### src/rtl/cache_miss_ctrl_pkg.sv
// Shared constants, address-field slices, FSM encoding and latched-request payload
// for the single-set cache miss controller.
package cache_miss_ctrl_pkg;

  localparam int unsigned WAYS       = 8;
  localparam int unsigned WAY_W      = $clog2(WAYS);
  localparam int unsigned LINE_BYTES = 32;
  localparam int unsigned OFF_W      = $clog2(LINE_BYTES);
  localparam int unsigned TAG_W      = 24;
  localparam int unsigned BYTE_W     = 8;
  localparam int unsigned LINE_W     = LINE_BYTES * BYTE_W;
  localparam int unsigned ADDR_W     = 32;
  localparam int unsigned TAG_LSB    = ADDR_W - TAG_W;

  typedef enum logic [2:0] {
    ST_IDLE,
    ST_LOOKUP,
    ST_FILL_REQ,
    ST_FILL,
    ST_UPDATE,
    ST_RESP
  } state_e;

  typedef struct packed {
    logic              write;
    logic [TAG_W-1:0]  tag;
    logic [OFF_W-1:0]  off;
    logic [BYTE_W-1:0] wdata;
  } req_t;

endpackage

### src/rtl/cache_miss_ctrl_victim_rr.sv
// Round-robin victim way pointer: advances once per completed line fill,
// presented as a one-hot way select.
module cache_victim_rr
  import cache_miss_ctrl_pkg::*;
(
  input  logic            clk,
  input  logic            rst_n,
  input  logic            advance_i,
  output logic [WAYS-1:0] way_oh_o
);

  logic [WAY_W-1:0] ptr_q, ptr_d;

  always_comb begin
    ptr_d = ptr_q;
    if (advance_i) ptr_d = ptr_q + WAY_W'(1);
  end

  always_ff @(posedge clk or negedge rst_n) begin
    if (!rst_n) ptr_q <= '0;
    else        ptr_q <= ptr_d;
  end

  assign way_oh_o = WAYS'(1) << ptr_q;

endmodule

### src/rtl/cache_miss_ctrl.sv
// Sequences byte load/store requests against one 8-way cache set: lookup, byte-serial
// line fill on miss, tag/valid update, then replayed lookup.
module cache_miss_ctrl
  import cache_miss_ctrl_pkg::*;
(
  input  logic                  clk,
  input  logic                  reset,
  input  logic                  req_valid,
  input  logic                  req_write,
  input  logic [ADDR_W-1:0]     req_addr,
  input  logic [BYTE_W-1:0]     req_wdata,
  output logic                  req_ready,
  output logic                  resp_valid,
  output logic [BYTE_W-1:0]     resp_rdata,
  output logic                  stall,
  input  logic [WAYS-1:0]       hit_way,
  input  logic [LINE_W-1:0]     line_data,
  output logic                  hit_o,
  output logic                  set_out,
  output logic                  mem_write,
  output logic [WAYS-1:0]       dec_way,
  output logic [LINE_BYTES-1:0] dec_byte,
  output logic [OFF_W-1:0]      offset,
  output logic [BYTE_W-1:0]     byte_data,
  output logic [TAG_W-1:0]      in_tag,
  output logic                  inp_viv,
  output logic [BYTE_W-1:0]     fill_data,
  output logic                  mem_req,
  input  logic                  mem_ack,
  output logic [ADDR_W-1:0]     mem_addr,
  input  logic [BYTE_W-1:0]     mem_rdata,
  input  logic                  mem_rvalid
);

  state_e            state_q, state_d;
  req_t              req_q, req_d;
  logic [OFF_W-1:0]  cnt_q, cnt_d;
  logic [BYTE_W-1:0] rdata_q, rdata_d;
  logic [WAYS-1:0]   victim_oh;
  logic              lookup_hit;
  logic              unused_addr_bits;

  assign lookup_hit       = |hit_way;
  assign unused_addr_bits = ^req_addr[TAG_LSB-1:OFF_W];

  cache_victim_rr u_victim (
    .clk       (clk),
    .rst_n     (reset),
    .advance_i (state_q == ST_UPDATE),
    .way_oh_o  (victim_oh)
  );

  always_ff @(posedge clk or negedge reset) begin
    if (!reset) begin
      state_q <= ST_IDLE;
      req_q   <= '0;
      cnt_q   <= '0;
      rdata_q <= '0;
    end else begin
      state_q <= state_d;
      req_q   <= req_d;
      cnt_q   <= cnt_d;
      rdata_q <= rdata_d;
    end
  end

  // Next state plus request latch, fill beat counter and load-data capture.
  always_comb begin
    state_d = state_q;
    req_d   = req_q;
    cnt_d   = cnt_q;
    rdata_d = rdata_q;
    unique case (state_q)
      ST_IDLE: begin
        if (req_valid) begin
          req_d.write = req_write;
          req_d.tag   = req_addr[ADDR_W-1:TAG_LSB];
          req_d.off   = req_addr[OFF_W-1:0];
          req_d.wdata = req_wdata;
          state_d     = ST_LOOKUP;
        end
      end
      ST_LOOKUP: begin
        if (lookup_hit) begin
          if (!req_q.write) rdata_d = line_data[{req_q.off, 3'b000} +: BYTE_W];
          state_d = ST_RESP;
        end else begin
          state_d = ST_FILL_REQ;
        end
      end
      ST_FILL_REQ: if (mem_ack) state_d = ST_FILL;
      ST_FILL: begin
        if (mem_rvalid) begin
          cnt_d = cnt_q + OFF_W'(1);
          if (cnt_q == OFF_W'(LINE_BYTES - 1)) state_d = ST_UPDATE;
        end
      end
      ST_UPDATE: state_d = ST_LOOKUP;
      ST_RESP:   state_d = ST_IDLE;
      default:   state_d = ST_IDLE;
    endcase
  end

  // Cache-set and memory-port strobes decoded from state.
  always_comb begin
    req_ready  = 1'b0;
    stall      = 1'b1;
    resp_valid = 1'b0;
    hit_o      = 1'b0;
    set_out    = 1'b0;
    mem_write  = 1'b0;
    dec_way    = '0;
    dec_byte   = '0;
    in_tag     = '0;
    inp_viv    = 1'b0;
    fill_data  = '0;
    mem_req    = 1'b0;
    unique case (state_q)
      ST_IDLE: begin
        req_ready = 1'b1;
        stall     = 1'b0;
      end
      ST_LOOKUP: begin
        if (lookup_hit) begin
          dec_way   = hit_way;
          hit_o     = 1'b1;
          mem_write = req_q.write;
        end else begin
          dec_way = victim_oh;
        end
      end
      ST_FILL_REQ: mem_req = 1'b1;
      ST_FILL: begin
        dec_way = victim_oh;
        if (mem_rvalid) begin
          set_out   = 1'b1;
          dec_byte  = LINE_BYTES'(1) << cnt_q;
          fill_data = mem_rdata;
          in_tag    = req_q.tag;
        end
      end
      ST_UPDATE: begin
        set_out = 1'b1;
        inp_viv = 1'b1;
        in_tag  = req_q.tag;
        dec_way = victim_oh;
      end
      ST_RESP: begin
        stall      = 1'b0;
        resp_valid = 1'b1;
      end
      default: ;
    endcase
  end

  assign offset     = req_q.off;
  assign byte_data  = req_q.wdata;
  assign mem_addr   = {req_q.tag, {TAG_LSB{1'b0}}};
  assign resp_rdata = rdata_q;

endmodule
### config.mk
export PLATFORM = sky130hd
export DESIGN_NAME = cache_miss_ctrl
export DESIGN_NICKNAME = d
export VERILOG_FILES = /design/src/rtl/cache_miss_ctrl_pkg.sv /design/src/rtl/cache_miss_ctrl_victim_rr.sv /design/src/rtl/cache_miss_ctrl.sv
export SDC_FILE = /design/constraint.sdc
export NUM_CORES = 1
export LEC_CHECK = 0
export ABC_AREA = 1
export CAP_MARGIN = 40
export CORE_AREA = 2 2 176 178
export DETAILED_ROUTE_END_ITERATION = 7
export DIE_AREA = 0 0 178 180
export GPL_TIMING_DRIVEN = 0
export MAX_ROUTING_LAYER = met4
export PLACE_DENSITY = 0.63
export SKIP_CTS_REPAIR_TIMING = 1
export SYNTH_ARGS = -nofsm -noshare
export SYNTH_HDL_FRONTEND = slang
export SYNTH_SLANG_ARGS = --single-unit
### constraint.sdc
create_clock -name clk -period 1.85 [get_ports clk]
set_input_delay 0.2775 -clock clk [delete_from_list [all_inputs] [get_ports clk]]
set_output_delay 0.2775 -clock clk [all_outputs]
set_load 0.02 [all_outputs]
==> impl_metrics.env <==
export IMPL_status="finished with violations"
export IMPL_violations="setup timing"
export IMPL_area_growth_pct=94.8
export IMPL_crit_fanout=8
export IMPL_slew_headroom=0.462
export IMPL_initial_core_util=0.209
export IMPL_h_tree_depth=3
export IMPL_whs_ps=21.3
export IMPL_drt_pass1_iterations=6
export IMPL_synth_enable_flop_cells=0
export IMPL_detail_route_wl_per_cell_um=17.7
export IMPL_synth_area_um2=6300
export IMPL_yosys_mux_area_fraction=0.0143
export IMPL_setup_viol=58
export IMPL_synth_common_cells="nand2_1 (449), nand3_1 (170), inv_1 (130)"
export IMPL_cts_made_buffers=9
export IMPL_fmaxAchievable_ghz=0.456
export IMPL_cts_root_buffer="clkbuf_16"
export IMPL_synth_ff_type="dfrtp_1"
export IMPL_synth_simple_area_share=0.493
export IMPL_place_congestion=0.925
export IMPL_cts_buffer_depth=2
export IMPL_setup_ws_ps=-345
export IMPL_synth_seq_cells=57
export IMPL_drt_iter0_markers=385
export IMPL_synth_xor_xnor_area_share=0.00417
export IMPL_fp_dieArea_um2=32000
export IMPL_synth_compound_area_share=0.0487
export IMPL_yosysMostFrequentCell="nand2_1"
export IMPL_cp_required_ps=1570
export IMPL_place_ws_ps=-682
export IMPL_drc=0
export IMPL_rows=64
export IMPL_cp_start_kind="register"
export IMPL_leakage_uw=0.00618
export IMPL_worstPathArrival_ps=1920
export IMPL_core_um2=30200
export IMPL_maxCapViolCount=0
export IMPL_synth_top_family_by_area="simple AND/OR/NAND/NOR gates"
export IMPL_cts_num_sinks=57
export IMPL_async_flop_share=1.00
export IMPL_io_buffers=438
export IMPL_ys_seq_area_frac=0.226
export IMPL_clkSlewWorstSetupHoldPaths_ps=60
export IMPL_yosys_warnings=0
export IMPL_end_kind="output pin"
export IMPL_worst_clock_skew_ps=8.60
export IMPL_grt_usage=0.218
export IMPL_grt_max_degree=58
export IMPL_grt_overflow=0
export IMPL_power_density_nw_per_um2=1380
export IMPL_yosysUniqueCellTypes=31
export IMPL_die_h_um=180
export IMPL_antenna_found_initial=3
export IMPL_peakVddDrop_uv=842
export IMPL_wl_mm=35.8
export IMPL_rsz0062_at_grt="yes"
export IMPL_viasPerCell=4.37
export IMPL_yosysTopAreaCellShare=0.268
export IMPL_grt_pass1_wl_mm=51.0
export IMPL_cts_tree="built"
export IMPL_worst_pin_slew_ps=807
export IMPL_path_class="reg2out"
export IMPL_dp_hpwl_mm=29.3
export IMPL_vias=8835
export IMPL_period_share=1.19
export IMPL_hold_viol=0
export IMPL_ant_nets=0
export IMPL_final_nets=1947
export IMPL_worstSkewPairLatency_ps=340
export IMPL_ios=451
export IMPL_synth_area_leader_cell="nand2_1"
export IMPL_netlist_instances=1141
export IMPL_yosys_area_share_adder=0.0258
export IMPL_min_period_ps=2190
export IMPL_drv_slew=0
export IMPL_drive_above_1_share=0.188
export IMPL_syn_area_per_cell_um2=5.52
export IMPL_hp_class="in2async"
export IMPL_die_x_um=178
export IMPL_grt_pass1_vias=8886
export IMPL_ys_top_cells_by_area="nand2_1 (27%), dfrtp_1 (23%), nand3_1 (14%), inv_1 (7.7%), nor2_1 (6.3%)"
routing by layer:
| layer | vias up | share of wire | global-route usage |
|---|---|---|---|
| met5 | - | 0 | - |
| met4 | 0 | 0.035 | 0.0767 |
| met3 | 57 | 0.093 | 0.0605 |
| met2 | 381 | 0.50 | 0.389 |
| met1 | 3998 | 0.37 | 0.228 |
| li1 | 4399 | - | - |
stage by stage:
step / util / cells / total power, µW / cell area [µm²] / setup TNS (ps)
6_report: 0.407 / 2020 / 16900 / 12300 / -10890
2_1_floorplan: - / 1148 / 9070 / 6390 / 0
4_1_cts: 0.383 / 1998 / 15800 / 11600 / -64360
3_5_place_dp: 0.373 / 1982 / 14100 / 11300 / -37820
5_1_grt: 0.407 / 2020 / 18200 / 12300 / -15840
3_3_place_gp: 0.373 / 1982 / 14000 / 11300 / -129880
critical path: stages, from the launching register on:
cell,delay (ps)
dfrtp_2,440
inv_4,80
nand3_4,80
nor2_4,140
inv_2,70
or2_1,220
buf_6,150
clkbuf_16,170
nor2_4,110
buf_6,120
layout make-up:
class / instances / area (µm²)
diodes: 3 / 7.51
plain buffers: 110 / 813
clock buffers: 10 / 239
clock inverters: 6 / 41.3
fillers: 3204 / 17900
inverters: 143 / 557
multi-input cells: 837 / 4110
flip-flops and latches: 57 / 1430
well taps: 396 / 495
repair buffers: 458 / 4570
final timing paths:
check                                                  to  slack [ps]                      start  cells after the start
max in group asynchronous            cnt_q[2]$_DFFE_PN0P_        1250                      reset                      1
worst min register to register  resp_rdata[2]$_DFFE_PN0P_         470  resp_rdata[2]$_DFFE_PN0P_                      2
worst min-delay path             mem_addr[31]$_DFFE_PN0P_          20                      reset                      1
worst max register to register  resp_rdata[3]$_DFFE_PN0P_          90      offset[0]$_DFFE_PN0P_                     10
worst max-delay path                          dec_byte[9]        -340     state_q[2]$_DFFE_PN0P_                      9
min in group clk                     cnt_q[4]$_DFFE_PN0P_         390                 mem_rvalid                      5
cell usage in the layout, fill, tap and decap left out, drive strengths merged:
cell type | netlist | layout
nor2 | 121 | 121
or2 | 1 | 1
o31ai | 1 | 1
nor3 | 3 | 3
diode | 0 | 3
a21oi | 34 | 34
clkbuf | 16 | 44
mux2 | 8 | 8
ha | 13 | 13
o211ai | 1 | 1
clkdlybuf4s50 | 0 | 356
nand3 | 171 | 171
buf | 95 | 166
o22ai | 8 | 8
dlymetal6s2s | 0 | 12
clkinv | 3 | 3
xor2 | 3 | 3
nand2 | 449 | 449
inv | 140 | 141
o21bai | 1 | 1
dfrtp | 57 | 57
nand4 | 3 | 3
o21ai | 12 | 12
clkinvlp | 0 | 5
conb | 1 | 8
power by group:
group / switching (µW) / internal [µW] / total (µW)
logic: 7600 / 5350 / 13000
clock network: 639 / 941 / 1580
registers: 503 / 1860 / 2370
total: 8740 / 8160 / 16900
sequential cells by signal, indices dropped and copies added, names as in the netlist:
| signal | cells |
|---|---|
| req_q | 1 |
| resp_rdata | 8 |
| byte_data | 8 |
| mem_addr | 24 |
| cnt_q | 5 |
| offset | 5 |
| state_q | 3 |
| u_victim.ptr_q | 3 |
cells by family (layout without fill, tap and decap cells):
group,count (synthesis),in the layout
muxes,8,8
DFF,57,57
and+or+nand+nor,748,748
buffers and inverters,254,727
adders and majority gates,13,13
xor gates and xnor gates,3,3
other,1,11
AOI/OAI and AO/OA,57,57
No activity file was read; power rests on OpenSTA's default activity.
